`config.mk`:
```
export PLATFORM = sky130hd
export DESIGN_NAME = mem_mshr
export DESIGN_NICKNAME = d
export VERILOG_FILES = /design/src/rtl/mem_mshr.sv
export SDC_FILE = /design/constraint.sdc
export NUM_CORES = 1
export LEC_CHECK = 0
export CAP_MARGIN = 10
export CORE_ASPECT_RATIO = 2
export CORE_UTILIZATION = 40
export DETAILED_ROUTE_END_ITERATION = 10
export GPL_ROUTABILITY_DRIVEN = 0
export HOLD_SLACK_MARGIN = 0.12
export PLACE_DENSITY = 0.79
export REMOVE_ABC_BUFFERS = 1
export SLEW_MARGIN = 10
export SYNTH_ARGS = -nofsm -noshare
export SYNTH_HDL_FRONTEND = slang
export SYNTH_SLANG_ARGS = --single-unit
export TNS_END_PERCENT = 5
```
`constraint.sdc`:
```
create_clock -name clock -period 4.4 [get_ports clock]
set_input_delay 0.88 -clock clock [delete_from_list [all_inputs] [get_ports clock]]
set_output_delay 0.88 -clock clock [all_outputs]
set_load 0.02 [all_outputs]
```
`src/rtl/mem_mshr.sv`:
```
// Miss status holding registers: track outstanding DCache read misses, issue block reads, fill and wake LQ waiters.
// Optional MSHR_MERGE_EN: a miss to a block already outstanding joins that entry's waiters instead of allocating.
module mem_mshr #(
   parameter int LSQSZ  = 8,
   parameter int MSHRSZ = 4
) (
   input  logic             clock,
   input  logic             reset,
   input  logic             except,
   input  logic             miss_valid,
   input  logic [15:0]      miss_addr,
   input  logic [LSQSZ-1:0] miss_gnt,
   output logic             mshr_full,
   output logic             mem_req_valid,
   output logic [15:0]      mem_req_addr,
   input  logic [3:0]       mem_resp_ack,
   input  logic [3:0]       mem_resp_tag,
   input  logic [63:0]      mem_resp_data,
   output logic [LSQSZ-1:0] mem_feedback,
   output logic [31:0]      mem_data,
   output logic             fill_en,
   output logic [7:0]       fill_tag,
   output logic [4:0]       fill_idx,
   output logic [63:0]      fill_data
);

   localparam int IW = $clog2(MSHRSZ);

   typedef enum logic [1:0] {INVALID, PENDING, WAIT} entry_state_t;

   entry_state_t     state        [MSHRSZ];
   entry_state_t     state_next   [MSHRSZ];
   logic [13:0]      addr         [MSHRSZ];
   logic [13:0]      addr_next    [MSHRSZ];
   logic [3:0]       tag          [MSHRSZ];
   logic [3:0]       tag_next     [MSHRSZ];
   logic [LSQSZ-1:0] waiters      [MSHRSZ];
   logic [LSQSZ-1:0] waiters_next [MSHRSZ];
   logic             orphan       [MSHRSZ];
   logic             orphan_next  [MSHRSZ];

   logic          free_found, req_found, done_found, merge_found;
   logic [IW-1:0] free_idx, req_idx, done_idx, merge_idx;
   logic          unused_offset;

   assign unused_offset = ^miss_addr[1:0];

   always_ff @(posedge clock or posedge reset) begin
      if (reset) begin
         for (int i = 0; i < MSHRSZ; i++) begin
            state[i]   <= INVALID;
            addr[i]    <= '0;
            tag[i]     <= '0;
            waiters[i] <= '0;
            orphan[i]  <= 1'b0;
         end
      end else begin
         for (int i = 0; i < MSHRSZ; i++) begin
            state[i]   <= state_next[i];
            addr[i]    <= addr_next[i];
            tag[i]     <= tag_next[i];
            waiters[i] <= waiters_next[i];
            orphan[i]  <= orphan_next[i];
         end
      end
   end

   // Descending scans so the lowest matching index wins.
   always_comb begin
      free_found = 1'b0;
      free_idx   = '0;
      req_found  = 1'b0;
      req_idx    = '0;
      done_found = 1'b0;
      done_idx   = '0;
      for (int i = MSHRSZ - 1; i >= 0; i--) begin
         if (state[i] == INVALID) begin
            free_found = 1'b1;
            free_idx   = IW'(i);
         end
         if (state[i] == PENDING) begin
            req_found = 1'b1;
            req_idx   = IW'(i);
         end
         if (state[i] == WAIT && mem_resp_tag != 4'd0 && tag[i] == mem_resp_tag) begin
            done_found = 1'b1;
            done_idx   = IW'(i);
         end
      end
   end

`ifdef MSHR_MERGE_EN
   // An entry completing this cycle is about to vanish, so it cannot take new waiters.
   always_comb begin
      merge_found = 1'b0;
      merge_idx   = '0;
      for (int i = MSHRSZ - 1; i >= 0; i--) begin
         if (state[i] != INVALID && !orphan[i] && addr[i] == miss_addr[15:2] &&
             !(done_found && done_idx == IW'(i))) begin
            merge_found = 1'b1;
            merge_idx   = IW'(i);
         end
      end
   end
`else
   assign merge_found = 1'b0;
   assign merge_idx   = '0;
`endif

   always_comb begin
      for (int i = 0; i < MSHRSZ; i++) begin
         state_next[i]   = state[i];
         addr_next[i]    = addr[i];
         tag_next[i]     = tag[i];
         waiters_next[i] = waiters[i];
         orphan_next[i]  = orphan[i];
      end
      if (done_found) begin
         state_next[done_idx]   = INVALID;
         waiters_next[done_idx] = '0;
      end
      if (req_found && mem_resp_ack != 4'd0) begin
         state_next[req_idx] = WAIT;
         tag_next[req_idx]   = mem_resp_ack;
      end
      // Flush: unissued work is discarded, in-flight reads still fill but wake nobody.
      if (except) begin
         for (int i = 0; i < MSHRSZ; i++) begin
            if (state[i] == PENDING) begin
               state_next[i] = INVALID;
            end else if (state[i] == WAIT) begin
               orphan_next[i]  = 1'b1;
               waiters_next[i] = '0;
            end
         end
      end else if (miss_valid) begin
         if (merge_found) begin
            waiters_next[merge_idx] = waiters[merge_idx] | miss_gnt;
         end else if (free_found) begin
            state_next[free_idx]   = PENDING;
            addr_next[free_idx]    = miss_addr[15:2];
            tag_next[free_idx]     = '0;
            waiters_next[free_idx] = miss_gnt;
            orphan_next[free_idx]  = 1'b0;
         end
      end
   end

   assign mshr_full = !free_found;

   always_comb begin
      mem_req_valid = req_found;
      mem_req_addr  = '0;
      fill_en       = 1'b0;
      fill_tag      = '0;
      fill_idx      = '0;
      fill_data     = '0;
      mem_feedback  = '0;
      mem_data      = '0;
      if (req_found) begin
         mem_req_addr = {addr[req_idx][13:1], 3'b000};
      end
      if (done_found) begin
         fill_en      = 1'b1;
         fill_tag     = addr[done_idx][13:6];
         fill_idx     = addr[done_idx][5:1];
         fill_data    = mem_resp_data;
         mem_feedback = orphan[done_idx] ? '0 : waiters[done_idx];
         mem_data     = addr[done_idx][0] ? mem_resp_data[63:32] : mem_resp_data[31:0];
      end
   end

endmodule
```
==> impl_results.md, run 1 <==
- Final Cycle Share: 0.979
- Worst hold slack: 0.485 ns
- Gr usage total: 0.277
- Vias in the first global route: 7052
- Area growth, synth to finish: 51.9%
- PwrDens: 683 mW/mm2
- Placed cell area: 0.00994 mm2
- DRT Pass-1 Iters: 5
- Worst slew margin: 0.400
- Vias: 6928
- Worst path buffer plus inverter count: 4
- Cell breakdown of the critical path: clkdlybuf4s50_1 > or4_4 > nand4_1 > nor2_4 > buf_4 > a21o_1 > o22ai_4 > buf_12 > mux2_4 > dlygate4sd2_1
- HPWL Detailed: 17300 um
- Post-Route WL: 24700 um
- Internal reg-to-reg setup slack: 2.00 ns
- Detail Route Antenna Nets: 0
- Cell count after synthesis: 700
- Die Y: 188 um
- Max incr delay on CP: 0.54 ns
- Worst skew pair latency: 0.43 ns
- Synth top area cells: dfrtp_1 42%, mux2_2 7.0%, mux2_4 6.5%
- Crit Path Max Fanout: 15
- Maxcap violations: 0
- Final max-slew violation count: 0
- CP required: 3.52 ns
- Clk sink count: 116
- Clock tree buffer depth: 2
- Sw power: 2.93 mW
- Worst hold path class: flop to flop
- Commonest non-fill, non-tap cell in the layout: dfrtp_1
- RR Endpoint: waiters[8]$_DFF_PP0_
- Unique masters post-synth: 56
- Seq/Total Area, Yosys: 0.418
- Initial drt markers: 445
- Critical-path top delay cell: or4_4
- Port bufs: 230
- Ant diodes: 0
- Core area: 0.0168 mm2
- DIE AREA: 0.0179 mm2
- Shortest period the worst path allows: 4.31 ns
- Gate power share: 0.547
- CTS tree: built
- RSZ-0062 raised after global routing: true
- Std cell rows: 67
- Yosys reg bits: 116
- Cts hold-fix bufs: 0
- Worst-case reg-to-reg path depth: 8
- Design Area, Final: 0.0105 mm2
- I/O pins: 236
- Finish-stage setup viols: 0
- CP startpoint kind: input pin
- Ys flop type: dfrtp_1
- Avg Inst Size Synth: 9.91 um2
- Htree depth: 4
- Fin util: 0.626
- Vias per cell: 5.71
- Skew final: 0.0137 ns
- VDD IR max: 0.000464 V
- CTS root buf: clkbuf_16
- Layout cell share with drive strength beyond 1: 0.295
- Multi-input gate area: 0.00383 mm2
- EDFF count, synth: 0
- Number of CTS-inserted buffers: 17
- FILL cells: 1374
- Crit end category: output port
- Status: completed
- Register area: 0.00290 mm2
- WP data arrival: 3.43 ns
- Hold Violations, Final: 0
- Sequential share of power: 0.268
- Worst r2r src: state[3]$_DFF_PP0_
- Gr ovfl total: 0
- Nets: 1093
- Cell internal pwr: 4.27 mW
- First-pass GRT wire length: 37300 um
- Largest net degree at the start of global routing: 71
- Antenna violations before repair: 1
- Most frequent cells in the layout: 116 x dfrtp_1, 110 x buf_4, 109 x clkdlybuf4s50_1, 77 x nand2_1, 64 x and2_1
- YS warnings: 0
- Yosys top cell by area: dfrtp_1
- Leak Pwr: 5.26 nW
- Mapped cell area: 0.00694 mm2
- Crit. Startpoint: mem_resp_tag[3]
- Synth async-reset ratio: 1.00
- CP Class: input pin to output port
- Levels on crit path: 10
- Post-route DRC: 0
- CTS clock-pin slew for the worst setup and hold paths: 0.05 ns
- Tightest Pin Transition: 0.900 ns
- Synth top area share: 0.418
- Routed WL per cell: 20.4 um
- Critical path capture point: mem_data[19]
- Crit path max-delay family: buffers and inverters
- Max frequency: 0.232 GHz
- Die W: 95.1 um
- Starting Density: 0.412
- Switching share of power: 0.407
- Clock network fraction of total power: 0.185
-- sequential cells by signal, indices dropped and copies added, names as in the netlist --
signal   flops
addr        56
waiters     32
tag         16
state        8
orphan       4
-- kinds of logic (layout without fill, tap and decap cells) --
kind of cell              Yosys count  count (layout)  synth area share
and+or+nand+nor                   228             228             0.171
AOI/OAI and AO/OA                 182             182             0.183
DFF                               116             116             0.418
muxes                              93              93             0.164
buffers and inverters              65             369            0.0444
xor gates and xnor gates           15              15            0.0189
other                               1               3          0.000540
-- worst reg2reg max path: stages, from the launching register on --
cell     delay (ns)
dfrtp_1        0.58
nor3b_1        0.30
and3_1         0.32
buf_12         0.18
buf_12         0.11
nand3_1        0.11
buf_12         0.18
o21a_1         0.24
a22o_1         0.25
-- routing by layer --
| layer | wire (um) | track usage | part of all wire |
|---|---|---|---|
| met5 | 0 | 0 | 0 |
| met2 | 13500 | 0.514 | 0.54 |
| met3 | 2120 | 0.0650 | 0.086 |
| met1 | 8120 | 0.274 | 0.33 |
| met4 | 1010 | 0.145 | 0.041 |
-- through the flow --
stage | instances | setup TNS, ns | setup slack, ns | power [mW]
after floorplan | 644 | -14.14 | -0.386 | 4.01
after global placement | 1155 | -23.95 | -0.525 | 5.61
after detailed placement | 1155 | -30.36 | -0.561 | 5.70
after CTS | 1191 | -0.620 | -0.127 | 6.98
after global routing | 1213 | -0.0250 | -0.0190 | 7.56
final | 1213 | 0 | 0.0913 | 7.20
-- how the worst min path moves through the flow --
| stage | startpoint | end | cells past startpoint |
|---|---|---|---|
| 2_1_floorplan | addr[28]$_DFFE_PP0P_ | addr[28]$_DFFE_PP0P_ | 2 |
| 3_3_place_gp | addr[28]$_DFFE_PP0P_ | addr[28]$_DFFE_PP0P_ | 2 |
| 3_5_place_dp | addr[28]$_DFFE_PP0P_ | addr[28]$_DFFE_PP0P_ | 2 |
| 4_1_cts | addr[28]$_DFFE_PP0P_ | addr[28]$_DFFE_PP0P_ | 2 |
| 5_1_grt | waiters[6]$_DFF_PP0_ | waiters[6]$_DFF_PP0_ | 1 |
| 6_report | addr[28]$_DFFE_PP0P_ | addr[28]$_DFFE_PP0P_ | 2 |
-- power groups by stage --
stage	clock network, mW	registers [mW]	logic [mW]
after CTS	1.34	1.91	3.73
after floorplan	0	1.80	2.21
after global routing	1.39	1.98	4.19
after detailed placement	0	1.92	3.78
after global placement	0	1.90	3.72
final	1.33	1.93	3.94
-- layout make-up --
cell class	count	share of cell area
sequential	116	0.275
inverter	7	0.00273
tap	207	0.0246
timing repair buffer	330	0.280
multi-input combinational	521	0.364
clock inverter	12	0.00985
clock buffer	20	0.0443
-- synthesized netlist by cell type (13+ instances only) --
| cell type | instances |
|---|---|
| a211oi_1 | 14 |
| nand3_1 | 16 |
| mux2_2 | 43 |
| a22o_1 | 28 |
| nor2_1 | 30 |
| o21ai_0 | 24 |
| and2_1 | 65 |
| o22ai_1 | 29 |
| clkbuf_1 | 39 |
| mux2i_1 | 20 |
| a21oi_1 | 37 |
| dfrtp_1 | 116 |
| mux2_4 | 30 |
| a22oi_1 | 13 |
| a211o_1 | 13 |
| nand2_1 | 77 |
-- repair_timing --
item | in CTS | in global routing
gates cloned | 2 | 0
endpoints found under the hold margin | 0 | 0
buffers inserted | 2 | 22
resized for setup | 194 | 62
setup endpoints to repair | 117 | 85
pin swaps | 4 | 8
Power figures use the tool's default switching activity.
==> run 2, diff against run 1 <==
--- a/config.mk
+++ b/config.mk
@@ -9,7 +9,6 @@
 export CORE_ASPECT_RATIO = 2
 export CORE_UTILIZATION = 40
 export DETAILED_ROUTE_END_ITERATION = 10
-export GPL_ROUTABILITY_DRIVEN = 0
 export HOLD_SLACK_MARGIN = 0.12
 export PLACE_DENSITY = 0.79
 export REMOVE_ABC_BUFFERS = 1
==> results of run 2 <==
The final DEF is identical to that of run 1; final timing and power are the same.
==> run 3, diff against run 2 <==
--- a/config.mk
+++ b/config.mk
@@ -10,7 +10,7 @@
 export CORE_UTILIZATION = 40
 export DETAILED_ROUTE_END_ITERATION = 10
 export HOLD_SLACK_MARGIN = 0.12
-export PLACE_DENSITY = 0.79
+export PLACE_DENSITY = 0.8
 export REMOVE_ABC_BUFFERS = 1
 export SLEW_MARGIN = 10
 export SYNTH_ARGS = -nofsm -noshare
==> impl_results.md, run 3 (synthesis results as in run 1) <==
- Leak Pwr: 5.02 nW (-4.4%)
- Max frequency: 0.232 GHz (about the same)
- PwrDens: 680 mW/mm2 (-0.39%)
- Core area: 0.0168 mm2 (unchanged)
- DRT Pass-1 Iters: 5 (unchanged)
- Area growth, synth to finish: 52.0% (about the same)
- Number of CTS-inserted buffers: 17 (unchanged)
- Status: completed
- Finish-stage setup viols: 0 (unchanged)
- DIE AREA: 0.0179 mm2 (unchanged)
- Htree depth: 4 (unchanged)
- Clk sink count: 116 (unchanged)
- Vias in the first global route: 7030 (-0.31%)
- Hold_sp: orphan[2]$_DFFE_PP0P_
- CTS clock-pin slew for the worst setup and hold paths: 0.05 ns (about the same)
- Crit Path Max Fanout: 65 (+50)
- CP required: 3.52 ns (about the same)
- Largest net degree at the start of global routing: 67 (-5.6%)
- Worst r2r src: state[7]$_DFF_PP0_
- Worst-case reg-to-reg path depth: 7 (-1)
- Final GP Congestion: 0.897
- Maxcap violations: 0 (unchanged)
- Design Area, Final: 0.0106 mm2 (about the same)
- Clock tree buffer depth: 2 (unchanged)
- I/O pins: 236 (unchanged)
- Die Y: 188 um (unchanged)
- Antenna violations before repair: 0 (-1)
- Most frequent cells in the layout: 163 x clkdlybuf4s50_1, 116 x dfrtp_1, 95 x buf_4, 77 x nand2_1, 64 x and2_1
- Initial drt markers: 334 (-25%)
- Sw power: 2.85 mW (-2.8%)
- Detail Route Antenna Nets: 0 (unchanged)
- Die W: 95.1 um (unchanged)
- Layout cell share with drive strength beyond 1: 0.241 (-0.0540)
- Switching share of power: 0.397 (-0.00996)
- Nets: 1088 (-0.46%)
- WP data arrival: 3.43 ns (about the same)
- CP startpoint kind: input pin
- Clock network fraction of total power: 0.187 (+0.002)
- Shortest period the worst path allows: 4.31 ns (+0.00113 ns)
- Worst slew margin: 0.373 (-0.0268)
- Gate power share: 0.544 (-0.003)
- Largest Register: addr
- Final Cycle Share: 0.980 (about the same)
- First-pass GRT wire length: 36900 um (-1.0%)
- RSZ-0062 raised after global routing: false
- Gr usage total: 0.274 (-0.00382)
- Max reg flops: 56 (unchanged)
- Internal reg-to-reg setup slack: 1.91 ns (-0.09 ns)
- Gr ovfl total: 0 (unchanged)
- HPWL Detailed: 17700 um (+2.3%)
- Final max-slew violation count: 0 (unchanged)
- Vias per cell: 5.74 (+0.52%)
- Sequential share of power: 0.269 (about the same)
- Vias: 6924 (-0.058%)
- Commonest non-fill, non-tap cell in the layout: clkdlybuf4s50_1
- Tightest Pin Transition: 0.932 ns (+0.0324 ns)
- Worst skew pair latency: 0.42 ns (about the same)
- RR Endpoint: waiters[18]$_DFF_PP0_
- Post-route DRC: 0 (unchanged)
- Starting Density: 0.412 (unchanged)
- VDD IR max: 0.000607 V (+31%)
- Std cell rows: 67 (unchanged)
- Largest registers: addr: 56 flops, waiters: 32 flops, tag: 16 flops
- CTS root buf: clkbuf_16
- Cell internal pwr: 4.33 mW (+1.4%)
- Hold Path Stages: 1 (-1)
- CP Class: input pin to output port
- WHS Endpoint: orphan[2]$_DFFE_PP0P_
- Crit end category: output port
- Worst hold path class: flop to flop
- Worst hold slack: 0.487 ns (+0.00156 ns)
- Routed WL per cell: 20.1 um (-1.5%)
- Post-Route WL: 24200 um (-2.1%)
- CTS tree: built
- Post-CTS Setup Bufs: 0 (-2)
- Setup TNS: 0 ns (unchanged)
- Placed cell area: 0.0101 mm2 (+1.3%)
- Port bufs: 230 (unchanged)
- Ant diodes: 0 (unchanged)
- Skew final: 0.0106 ns (-0.00311 ns)
- Hold Violations, Final: 0 (unchanged)
run 3: changes by cell type in the layout (fill, tap and decap cells not counted), sizes merged, moves of 3 or more:
cell           change
clkdlybuf4s50     +54
dlygate4sd2        -3
clkbuf            -16
dlymetal6s2s       -6
clkinvlp           -5
buf               -31
run 3: critical path, cell delays in order:
cell             delay (ns)
dlygate4sd2_1          0.28
or4_4                  0.57
buf_4                  0.16
nand4_1                0.11
buf_4                  0.16
nand4_1                0.16
buf_12                 0.23
and2_1                 0.20
buf_4                  0.14
clkdlybuf4s50_1        0.53
run 3: layout make-up:
type	count	area, um2
Fill cell	1341	6300
Multi-Input combinational cell	521	3770
Timing Repair Buffer	325	3010
Sequential cell	116	2900
Clock buffer	21	470
Tap cell	207	259
Clock inverter	9	105
Inverter	7	28.8
run 3: how the worst max path moves through the flow:
stage,from,end,cells past startpoint
after floorplan,mem_resp_tag[3],mem_data[0],6
after global placement,mem_resp_tag[1],mem_data[3],11
after detailed placement,mem_resp_tag[1],mem_data[25],11
after CTS,mem_resp_tag[2],mem_data[8],10
after global routing,mem_resp_tag[1],fill_data[38],11
final,mem_resp_tag[2],fill_data[2],10
run 3: power groups by stage:
stage | combinational (mW) | sequential, mW | clock, mW
after floorplan | 2.21 | 1.80 | 0
final | 3.90 | 1.93 | 1.34
after global routing | 4.16 | 1.98 | 1.40
after detailed placement | 3.98 | 1.92 | 0
after CTS | 3.90 | 1.91 | 1.35
after global placement | 3.90 | 1.90 | 0
run 3: through the flow:
stage | util | setup slack, ns | power, mW | std cells
2_1_floorplan | - | -0.386 | 4.01 | 644
3_3_place_gp | 0.597 | -0.361 | 5.80 | 1176
3_5_place_dp | 0.597 | -0.381 | 5.90 | 1176
6_report | 0.626 | 0.0902 | 7.18 | 1206
4_1_cts | 0.626 | 0.0623 | 7.17 | 1206
5_1_grt | 0.626 | 0.00106 | 7.55 | 1206
run 3: layer usage:
layer / vias to the layer above / GRT usage / share of wire
met5: - / 0 / 0
met4: 0 / 0.183 / 0.063
met3: 118 / 0.0646 / 0.089
met2: 421 / 0.497 / 0.53
met1: 3295 / 0.261 / 0.32
li1: 3090 / - / -
run 3: timing repair:
item / CTS / global route
hold buffers: 0 / 0
pin swaps: 2 / 1
gates resized for setup: 99 / 13
endpoints found under the setup margin: 116 / 50
